===== src/rtl/adc_capture_pkg.sv =====
// Shared types and defaults for the ADC capture sequencer.
package adc_capture_pkg;

  localparam int unsigned ADC_W_DEF   = 12;
  localparam int unsigned DEPTH_W_DEF = 12;

  typedef enum logic [1:0] {
    IDLE    = 2'd0,
    ARMED   = 2'd1,
    CAPTURE = 2'd2,
    DONE    = 2'd3
  } cap_state_t;

  function automatic logic [2*ADC_W_DEF-1:0] pack_pair(
    input logic [ADC_W_DEF-1:0] ch1,
    input logic [ADC_W_DEF-1:0] ch0
  );
    return {ch1, ch0};
  endfunction

endpackage


===== src/rtl/adc_capture_ctrl_if.sv =====
// Sample stream in, capture-buffer write port out.
interface adc_capture_ctrl_if
  import adc_capture_pkg::*;
#(
  parameter int unsigned ADC_W   = ADC_W_DEF,
  parameter int unsigned DEPTH_W = DEPTH_W_DEF
);

  logic               sample_valid;
  logic [ADC_W-1:0]   adc_ch0;
  logic [ADC_W-1:0]   adc_ch1;
  logic               mem_we;
  logic [DEPTH_W-1:0] mem_addr;
  logic [2*ADC_W-1:0] mem_wdata;

  modport master (
    output sample_valid, adc_ch0, adc_ch1,
    input  mem_we, mem_addr, mem_wdata
  );

  modport slave (
    input  sample_valid, adc_ch0, adc_ch1,
    output mem_we, mem_addr, mem_wdata
  );

endinterface


===== src/rtl/adc_trig_detect.sv =====
// Threshold crossing detector on the selected channel; tracks the previous valid sample.
module adc_trig_detect
  import adc_capture_pkg::*;
#(
  parameter int unsigned ADC_W = ADC_W_DEF
) (
  input  logic             clk,
  input  logic             rst_n,
  input  logic             clear,
  input  logic             enable,
  input  logic             sample_valid,
  input  logic             falling,
  input  logic [ADC_W-1:0] sample,
  input  logic [ADC_W-1:0] level,
  output logic             hit
);

  logic [ADC_W-1:0] prev_q;
  logic             prev_vld_q;
  logic             rise_x;
  logic             fall_x;

  // A fresh arm forgets history so the first sample can only seed prev.
  always_ff @(posedge clk or negedge rst_n) begin
    if (!rst_n) begin
      prev_q     <= '0;
      prev_vld_q <= 1'b0;
    end else if (clear) begin
      prev_vld_q <= 1'b0;
    end else if (enable && sample_valid) begin
      prev_q     <= sample;
      prev_vld_q <= 1'b1;
    end
  end

  always_comb begin
    rise_x = (prev_q <  level) && (sample >= level);
    fall_x = (prev_q >= level) && (sample <  level);
    hit    = enable && sample_valid && prev_vld_q && (falling ? fall_x : rise_x);
  end

endmodule


===== src/rtl/adc_capture_ctrl.sv =====
// Triggered, decimated capture of {ch1, ch0} pairs into a buffer.
module adc_capture_ctrl
  import adc_capture_pkg::*;
#(
  parameter int unsigned ADC_W   = ADC_W_DEF,
  parameter int unsigned DEPTH_W = DEPTH_W_DEF
) (
  input  logic               sys_clk,
  input  logic               rst_n,
  input  logic               arm,
  input  logic               abort,
  input  logic               sw_trig,
  input  logic               trig_src,
  input  logic               trig_falling,
  input  logic [ADC_W-1:0]   trig_level,
  input  logic [15:0]        decim,
  input  logic [DEPTH_W-1:0] len_m1,
  adc_capture_ctrl_if.slave  bus,
  output logic               busy,
  output logic               done,
  output logic               irq,
  output logic [1:0]         state
);

  cap_state_t         state_q, state_d;
  logic               cfg_src_q, cfg_fall_q;
  logic [ADC_W-1:0]   cfg_lvl_q;
  logic [15:0]        cfg_dec_q;
  logic [DEPTH_W-1:0] cfg_len_q;
  logic               sw_pend_q, sw_pend_d;
  logic [15:0]        dcnt_q, dcnt_d;
  logic [DEPTH_W-1:0] addr_q, addr_d;
  logic               we_q, irq_q;
  logic [DEPTH_W-1:0] maddr_q;
  logic [2*ADC_W-1:0] wdata_q;

  logic               arm_acc;
  logic               hit;
  logic               trig;
  logic               wr;
  logic               enter_done;
  logic [DEPTH_W-1:0] wr_addr;
  logic [ADC_W-1:0]   sel_sample;

  assign arm_acc    = !abort && arm && (state_q == IDLE || state_q == DONE);
  assign sel_sample = cfg_src_q ? bus.adc_ch1 : bus.adc_ch0;

  adc_trig_detect #(.ADC_W(ADC_W)) u_trig (
    .clk          (sys_clk),
    .rst_n        (rst_n),
    .clear        (arm_acc),
    .enable       (state_q == ARMED),
    .sample_valid (bus.sample_valid),
    .falling      (cfg_fall_q),
    .sample       (sel_sample),
    .level        (cfg_lvl_q),
    .hit          (hit)
  );

  assign trig = bus.sample_valid && (hit || sw_pend_q || sw_trig);

  always_comb begin
    state_d    = state_q;
    sw_pend_d  = sw_pend_q;
    dcnt_d     = dcnt_q;
    addr_d     = addr_q;
    wr         = 1'b0;
    wr_addr    = addr_q;
    enter_done = 1'b0;
    if (abort) begin
      state_d   = IDLE;
      sw_pend_d = 1'b0;
    end else begin
      case (state_q)
        IDLE, DONE: begin
          if (arm) begin
            state_d   = ARMED;
            sw_pend_d = 1'b0;
          end
        end
        ARMED: begin
          if (sw_trig) sw_pend_d = 1'b1;
          // The trigger sample itself is the first record entry.
          if (trig) begin
            wr        = 1'b1;
            wr_addr   = '0;
            addr_d    = DEPTH_W'(1);
            dcnt_d    = '0;
            sw_pend_d = 1'b0;
            if (cfg_len_q == '0) begin
              state_d    = DONE;
              enter_done = 1'b1;
            end else begin
              state_d = CAPTURE;
            end
          end
        end
        CAPTURE: begin
          if (bus.sample_valid) begin
            if (dcnt_q == cfg_dec_q) begin
              wr     = 1'b1;
              dcnt_d = '0;
              addr_d = addr_q + DEPTH_W'(1);
              if (addr_q == cfg_len_q) begin
                state_d    = DONE;
                enter_done = 1'b1;
              end
            end else begin
              dcnt_d = dcnt_q + 16'd1;
            end
          end
        end
        default: state_d = IDLE;
      endcase
    end
  end

  always_ff @(posedge sys_clk or negedge rst_n) begin
    if (!rst_n) begin
      state_q    <= IDLE;
      sw_pend_q  <= 1'b0;
      dcnt_q     <= '0;
      addr_q     <= '0;
      cfg_src_q  <= 1'b0;
      cfg_fall_q <= 1'b0;
      cfg_lvl_q  <= '0;
      cfg_dec_q  <= '0;
      cfg_len_q  <= '0;
      we_q       <= 1'b0;
      maddr_q    <= '0;
      wdata_q    <= '0;
      irq_q      <= 1'b0;
    end else begin
      state_q   <= state_d;
      sw_pend_q <= sw_pend_d;
      dcnt_q    <= dcnt_d;
      addr_q    <= addr_d;
      we_q      <= wr;
      irq_q     <= enter_done;
      if (arm_acc) begin
        cfg_src_q  <= trig_src;
        cfg_fall_q <= trig_falling;
        cfg_lvl_q  <= trig_level;
        cfg_dec_q  <= decim;
        cfg_len_q  <= len_m1;
      end
      if (wr) begin
        maddr_q <= wr_addr;
        wdata_q <= pack_pair(bus.adc_ch1, bus.adc_ch0);
      end
    end
  end

  assign bus.mem_we    = we_q;
  assign bus.mem_addr  = maddr_q;
  assign bus.mem_wdata = wdata_q;
  assign busy          = (state_q == ARMED) || (state_q == CAPTURE);
  assign done          = (state_q == DONE);
  assign irq           = irq_q;
  assign state         = state_q;

endmodule


===== src/flat_wrapper.sv =====
// flat-port wrapper written by rule: the top's interface ports become plain ports
module adc_capture_ctrl_flat import adc_capture_pkg::*;
#(
  parameter int unsigned ADC_W   = ADC_W_DEF,
  parameter int unsigned DEPTH_W = DEPTH_W_DEF
)
  (sys_clk, rst_n, arm, abort, sw_trig, trig_src, trig_falling, trig_level, decim, len_m1, busy, done, irq, state, bus_sample_valid, bus_adc_ch0, bus_adc_ch1, bus_mem_we, bus_mem_addr, bus_mem_wdata);
  adc_capture_ctrl_if #(.ADC_W(ADC_W), .DEPTH_W(DEPTH_W)) bus_i ();
  input  logic sys_clk;
  input  logic rst_n;
  input  logic arm;
  input  logic abort;
  input  logic sw_trig;
  input  logic trig_src;
  input  logic trig_falling;
  input  logic [ADC_W-1:0] trig_level;
  input  logic [15:0] decim;
  input  logic [DEPTH_W-1:0] len_m1;
  output logic busy;
  output logic done;
  output logic irq;
  output logic [1:0] state;
  input wire logic [$bits(bus_i.sample_valid)-1:0] bus_sample_valid;
  input wire logic [$bits(bus_i.adc_ch0)-1:0] bus_adc_ch0;
  input wire logic [$bits(bus_i.adc_ch1)-1:0] bus_adc_ch1;
  output wire logic [$bits(bus_i.mem_we)-1:0] bus_mem_we;
  output wire logic [$bits(bus_i.mem_addr)-1:0] bus_mem_addr;
  output wire logic [$bits(bus_i.mem_wdata)-1:0] bus_mem_wdata;
  assign bus_i.sample_valid = bus_sample_valid;
  assign bus_i.adc_ch0 = bus_adc_ch0;
  assign bus_i.adc_ch1 = bus_adc_ch1;
  assign bus_mem_we = bus_i.mem_we;
  assign bus_mem_addr = bus_i.mem_addr;
  assign bus_mem_wdata = bus_i.mem_wdata;
  adc_capture_ctrl #(.ADC_W(ADC_W), .DEPTH_W(DEPTH_W)) u_core (.sys_clk(sys_clk), .rst_n(rst_n), .arm(arm), .abort(abort), .sw_trig(sw_trig), .trig_src(trig_src), .trig_falling(trig_falling), .trig_level(trig_level), .decim(decim), .len_m1(len_m1), .bus(bus_i), .busy(busy), .done(done), .irq(irq), .state(state));
endmodule

===== config.mk =====
export PLATFORM = sky130hd
export DESIGN_NAME = adc_capture_ctrl_flat
export DESIGN_NICKNAME = d
export VERILOG_FILES = /design/src/rtl/adc_capture_pkg.sv /design/src/rtl/adc_capture_ctrl_if.sv /design/src/rtl/adc_trig_detect.sv /design/src/rtl/adc_capture_ctrl.sv /design/src/flat_wrapper.sv
export SDC_FILE = /design/constraint.sdc
export NUM_CORES = 1
export LEC_CHECK = 0
export BUFFER_PORTS_ARGS = -buffer_cell sky130_fd_sc_hd__buf_2
export CAP_MARGIN = 10
export CORE_MARGIN = 8
export CORE_UTILIZATION = 58
export CTS_CLUSTER_SIZE = 28
export DETAILED_ROUTE_END_ITERATION = 8
export GPL_ROUTABILITY_DRIVEN = 0
export PLACE_DENSITY = 0.81
export SYNTH_ARGS = -nofsm -noshare
export SYNTH_HDL_FRONTEND = slang
export SYNTH_HIERARCHICAL = 1
export SYNTH_SLANG_ARGS = --single-unit

===== constraint.sdc =====
create_clock -name sys_clk -period 11.55 [get_ports sys_clk]
set_clock_uncertainty 0.1 [all_clocks]
set_input_delay 2.31 -clock sys_clk [delete_from_list [all_inputs] [get_ports sys_clk]]
set_output_delay 2.31 -clock sys_clk [all_outputs]
set_load 0.02 [all_outputs]

==> Yosys cells after proc, flatten, opt, wreduce, memory -nomap -nowiden <==
Index checks and enable logic that the tools add are counted.
{ "totals": {"register_bits": 124, "latchBits": 0, "ram_bits": 0, "rom_bits": 0, "inputBits": 72, "word_cells": 101, "n_memories": 0} }
{ "op_classes": {"add_sub_neg": 2, "n_mul": 0, "div_mod_pow": 0, "n_lt_le_gt_ge": 4, "eq_ne": 14, "n_shift": 0, "mux": 40, "bitwise_logic": 2, "n_reduce_logical": 24} }
{ "op_table": {"columns": ["cell", "count"], "rows": [
  ["12-bit two-way mux", 7],
  ["16-bit two-way mux", 3],
  ["16-bit case mux with 2 select lines", 1],
  ["12-bit greater-or-equal comparator", 2],
  ["12-bit < comparator", 2],
  ["12-bit case mux with 2 select lines", 1],
  ["1-bit two-way mux", 18],
  ["16-bit by 1-bit adder with 16-bit output (second input constant)", 1],
  ["16-bit == test", 1],
  ["12-bit by 1-bit adder with 12-bit output (second input constant)", 1],
  ["12-bit == test", 1],
  ["12-bit logical NOT", 1],
  ["2-bit two-way mux", 6],
  ["5-bit AND reduction", 2],
  ["3-bit by 2-bit inequality test with 1-bit output (second input constant)", 3],
  ["1-bit logical AND", 8],
  ["3-bit inequality test (second input constant)", 2],
  ["1-bit case mux with 2 select lines", 3],
  ["2-bit case mux with 3 select lines", 1],
  ["2-bit == test (second input constant)", 2],
  ["1-bit logical OR", 4],
  ["2-bit by 1-bit inequality test with 1-bit output (second input constant)", 2],
  ["4-bit by 3-bit inequality test with 1-bit output (second input constant)", 1],
  ["4-bit AND reduction", 1],
  ["10 further kinds", 12]
]} }

==> Longest topological paths before layout <==
{ "logic_depth": {"ltp_word": 11, "ltp_mapped": 17, "mapped_depth_nobuf": 14} }

==> Hierarchy <==
Netlist, hierarchy kept.
{ "modules_own_cells": {"columns": ["module", "instances", "cells_each", "area_per_inst_um2", "seq_area_each_um2"], "rows": [
  ["adc_capture_ctrl", 1, 702, 6128.4, 2777.7],
  ["adc_trig_detect", 1, 105, 1063.5, 325.3]
]} }

==> Worst setup path before layout <==
No wires, ideal clock.
{ "synth_timing": {"path_kind": "input to register", "startpoint": "in bus_adc_ch1[1]", "endpoint": "reg u_core.dcnt_q[10]", "setup_time_ns": 0.065, "arrival_ns": 5.342, "setup_slack_ns": 6.043, "path_stages": 15, "n_path_buf": 2, "cell_sequence": "mux2_2 > ha_1 > nor2b_4 > o211ai_2 > a211oi_1 > a2111oi_1 > o311ai_0 > a21oi_1 > or4b_1 > clkbuf_1 > nand3_1 > buf_2 > or4_1 > a211o_1 > nand2_1"} }
{ "synth_via": {"elab_chain_cells": 10} }
{ "synth_lines": {"columns": ["item", "line", "text"], "rows": [
  ["start, declared", "flat_wrapper.sv:25", "input wire logic [$bits(bus_i.adc_ch1)-1:0] bus_adc_ch1;"],
  ["12-bit two-way mux *", "adc_capture_ctrl.sv:46", "assign sel_sample = cfg_src_q ? bus.adc_ch1 : bus.adc_ch0;"],
  ["12-bit greater-or-equal comparator or 12-bit < comparator (tied branches)", "adc_trig_detect.sv:37, adc_trig_detect.sv:38", null],
  ["1-bit logical AND (on tied branches)", "adc_trig_detect.sv:37, adc_trig_detect.sv:38", null],
  ["1-bit two-way mux *", "adc_trig_detect.sv:39", "hit = enable && sample_valid && prev_vld_q && (falling ? fall_x : rise_x);"],
  ["1-bit logical AND *", "adc_trig_detect.sv:39", null],
  ["via u_core.hit", "adc_capture_ctrl.sv:38", "logic hit;"],
  ["1-bit logical OR * (2 in a row)", "adc_capture_ctrl.sv:60", "assign trig = bus.sample_valid && (hit || sw_pend_q || sw_trig);"],
  ["1-bit logical AND *", "adc_capture_ctrl.sv:60", null],
  ["2-bit by 1-bit inequality test with 1-bit output (no line) *", null, null],
  ["4-bit AND reduction (no line) *", null, null],
  ["end signal, assigned", "adc_capture_ctrl.sv:136", "dcnt_q <= dcnt_d;"],
  ["end, declared", "adc_capture_ctrl.sv:31", "logic [15:0] dcnt_q, dcnt_d;"]
]} }
The timed path passes the listed nets; every way through them passes the cells marked *.
A chain may end at the register's enable or synchronous reset.

==> Worst setup path in the final report <==
{ "layout_timing": {"startpoint": "in bus_adc_ch1[1]", "endpoint": "reg u_core.dcnt_q[15]"} }
{ "layout_via": {"elab_chain_cells": 10} }
{ "layout_lines": {"columns": ["item", "line", "text"], "rows": [
  ["12-bit two-way mux *", "adc_capture_ctrl.sv:46", null],
  ["via u_core.sel_sample[1]", "adc_capture_ctrl.sv:43", "logic [ADC_W-1:0] sel_sample;"],
  ["12-bit greater-or-equal comparator or 12-bit < comparator (tied branches)", "adc_trig_detect.sv:37, adc_trig_detect.sv:38", null],
  ["1-bit logical AND (on tied branches)", "adc_trig_detect.sv:37, adc_trig_detect.sv:38", null],
  ["1-bit two-way mux *", "adc_trig_detect.sv:39", null],
  ["1-bit logical AND *", "adc_trig_detect.sv:39", null],
  ["via u_core.hit", "adc_capture_ctrl.sv:38", null],
  ["1-bit logical OR * (2 in a row)", "adc_capture_ctrl.sv:60", null],
  ["1-bit logical AND *", "adc_capture_ctrl.sv:60", null],
  ["2-bit by 1-bit inequality test with 1-bit output (no line) *", null, null],
  ["4-bit AND reduction (no line) *", null, null]
]} }
Marks and branches as above.

==> flow_summary_export.csv <==
group,metric,value,unit
placed_design,port_buffers,113,
worst_setup_path,rr_endpoint,"u_core/dcnt_q[15]$_DFFE_PN0P_",
routing,wirelength,20.8,mm
final_layout,nets,990,
routing,via_per_inst,6.38,
floorplanning,coreArea,12100,sq um
final_layout,area_growth,16.5,%
global_routing,grt-busiest-layer,"met2",
routing,ant_nets,0,
worst_setup_path,worst-endpoint-required,11.81,ns
worst_setup_path,reg2reg_depth,13,
global_routing,grt_usage,25.5,%
floorplanning,start_util,59.6,%
timing,worst_pin_slew,1.17,ns
global_routing,grt_use_met1,33.2,%
timing,finalHoldViolCount,0,
status,status,"completed",
timing,setup_violations,0,
final_layout,layout-drive-gt1-share,20.3,%
global_routing,met3_usage,5.87,%
clock_tree,cts_setup_buffers,0,
clock_tree,cts.clk_slew.worst_paths,0.05,ns
global_routing,grt_pass1_vias,6691,
logic_synthesis,synth-edff-count,0,
clock_tree,cts_num_sinks,124,
pwr,vdd_drop_max,0.000173,V
clock_tree,cts.path.max_buffers,2,
clock_tree,cts-root-buf,"clkbuf_16",
worst_setup_path,path_class,"in -> reg",
routing,wl_per_cell,19.4,microns
worst_setup_path,worstSetupStartpointType,"input pin",
clock_tree,tritoncts,"yes",
timing,fmax,158,MHz
timing,grt_setup_unrepaired,"no",
floorplanning,die_h,127,microns
logic_synthesis,netlist_instances,807,
final_layout,final_common_cell,"nand2_1",
worst_setup_path,worstPathArrival,6.59,ns
global_routing,gr-total-overflow,0,
placed_design,dp_hpwl,13.8,mm
floorplanning,ios,114,
logic_synthesis,syn_nets,908,
routing,vias,6841,
worst_hold_path,hold_path_class,"reg -> reg",
final_layout,layout_common_cells,"nand2_1, dfrtp_1, buf_2",
clock_tree,worstSkewPairLatency,0.42,ns
logic_synthesis,syn_area,7190,sq um
logic_synthesis,syn_avg_cell_area,8.91,sq um
floorplanning,row_count,40,
clock_tree,cts_hold_buf,0,
global_routing,antenna_found_initial,2,
global_routing,grt_pass1_wl,33.4,mm
pwr,cellLeakagePower,3.74,nW
logic_synthesis,synth_cell_types,56,
timing,finalSetupTns,0,ns
worst_setup_path,r2r_start,"u_core/cfg_src_q$_DFFE_PN0P_",
clock_tree,cts_buffers,17,
worst_setup_path,rrSetupSlack,6.30,ns
clock_tree,cts_resized,0,
routing,firstDrtPassIters,7,
run,drv_cap,0,
worst_setup_path,worstPathMaxFanout,29,
global_routing,grt_max_degree,79,
timing,drv_slew,0,
routing,drcViolationCount,0,
clock_tree,htreeDepth,4,
logic_synthesis,synth-seq-area-share,43.1,%
floorplanning,die_w,127,microns
logic_synthesis,synth-seq-cells,124,
timing,period_share,54.8,%
worst_hold_path,hold_end,"u_core/cfg_lvl_q[4]$_DFFE_PN0P_",
timing,period_minus_slack,6.33,ns
global_routing,use_met2,40.0,%
pwr,p_total,1.89,mW
worst_setup_path,cp-end-kind,"flop",
logic_synthesis,async_reset_ff_share,100,%
logic_synthesis,yosys_warnings,6,
pwr,powerDensity,226,nW/um^2
timing,relSlewSlack,21.8,%
floorplanning,dieArea,16200,sq um
worst_hold_path,min_from,"u_core/cfg_lvl_q[4]$_DFFE_PN0P_",
worst_hold_path,holdPathStages,2,
routing,drt_iter0_markers,911,
logic_synthesis,ys.flop_type,"dfrtp_1",
## sequential cells by signal, indices dropped and copies added, names as in the netlist, 12 cells and up
signal / cells
u_core/cfg_lvl_q: 12
u_core/cfg_len_q: 12
u_core/addr_q: 12
u_core/bus.mem_wdata: 24
u_core/dcnt_q: 16
u_core/cfg_dec_q: 16
u_core/u_trig/prev_q: 12
u_core/bus.mem_addr: 12
## how the worst max path moves through the flow
| stage | slack (ns) | depth (start not counted) | start | to |
|---|---|---|---|---|
| floorplan | 6.04 | 15 | bus_adc_ch1[1] | u_core/dcnt_q[10]$_DFFE_PN0P_ |
| CTS | 5.32 | 14 | bus_adc_ch0[1] | u_core/dcnt_q[14]$_DFFE_PN0P_ |
| global placement | 5.13 | 14 | bus_adc_ch1[1] | u_core/dcnt_q[15]$_DFFE_PN0P_ |
| finish | 5.22 | 14 | bus_adc_ch1[1] | u_core/dcnt_q[15]$_DFFE_PN0P_ |
| detailed placement | 4.92 | 14 | bus_adc_ch0[1] | u_core/dcnt_q[14]$_DFFE_PN0P_ |
| global route | 4.94 | 14 | bus_adc_ch1[1] | u_core/dcnt_q[14]$_DFFE_PN0P_ |
## Yosys cell counts (all sizes together) (18+ instances only)
| cell | n | area (sq um) |
|---|---|---|
| nor2 | 18 | 67.6 |
| dfrtp | 124 | 3100 |
| a22oi | 24 | 180 |
| o211ai | 40 | 305 |
| ha | 29 | 363 |
| xnor2 | 28 | 253 |
| clkbuf | 46 | 174 |
| and2 | 31 | 194 |
| mux2 | 23 | 259 |
| nand3 | 91 | 455 |
| nand2 | 167 | 627 |
| inv | 21 | 78.8 |
| nand4 | 35 | 219 |
## cell families after synthesis
family / synth area share (%)
AND/OR/NAND/NOR: 25.5
AO/OA/AOI/OAI: 14.6
flip-flops: 43.1
buffers and inverters: 4.61
adder cells (fa/ha/maj): 5.05
XOR/XNOR: 3.51
multiplexers: 3.60
## area by class of cell
class                   count  area (sq um)
multi-input cells         602          3770
fillers                   928          3680
flip-flops and latches    124          3100
repair buffers            121           668
clock buffers              24           472
well taps                 168           210
inverters                  23          86.3
clock inverters             8          67.6
diodes                      2          5.00
## report_power, final
part / internal, mW / switching, mW
Sequential: 0.555 / 0.132
Clock: 0.304 / 0.191
Combinational: 0.296 / 0.412
## metal layers
metal,share of wire (%),vias up
met5,0,-
met4,3.1,0
met3,8.4,58
met2,47,419
met1,42,3270
li1,-,3094
## critical path: stages
cell	delay, ns
buf_2	0.10
mux2_2	0.30
ha_1	0.32
nor2b_4	0.13
o211ai_2	0.14
a211oi_1	0.10
a2111oi_1	0.49
o311ai_0	0.26
a21oi_1	0.21
or4b_1	0.25
nand3_1	0.82
or4_1	0.80
a211o_1	0.30
nand2_1	0.05
## stage by stage
step	hold slack [ns]	cell area, sq um	util [%]	std cells	setup slack [ns]
3_3_place_gp	0.361	7780	64.5	1036	5.13
6_report	0.373	8380	69.5	1072	5.22
3_5_place_dp	0.364	7780	64.5	1036	4.92
5_1_grt	0.403	8380	69.5	1072	4.94
2_1_floorplan	0.346	7190	-	807	6.04
4_1_cts	0.377	8320	69.0	1068	5.32
Note: power is estimated with default switching activity, not from simulation.
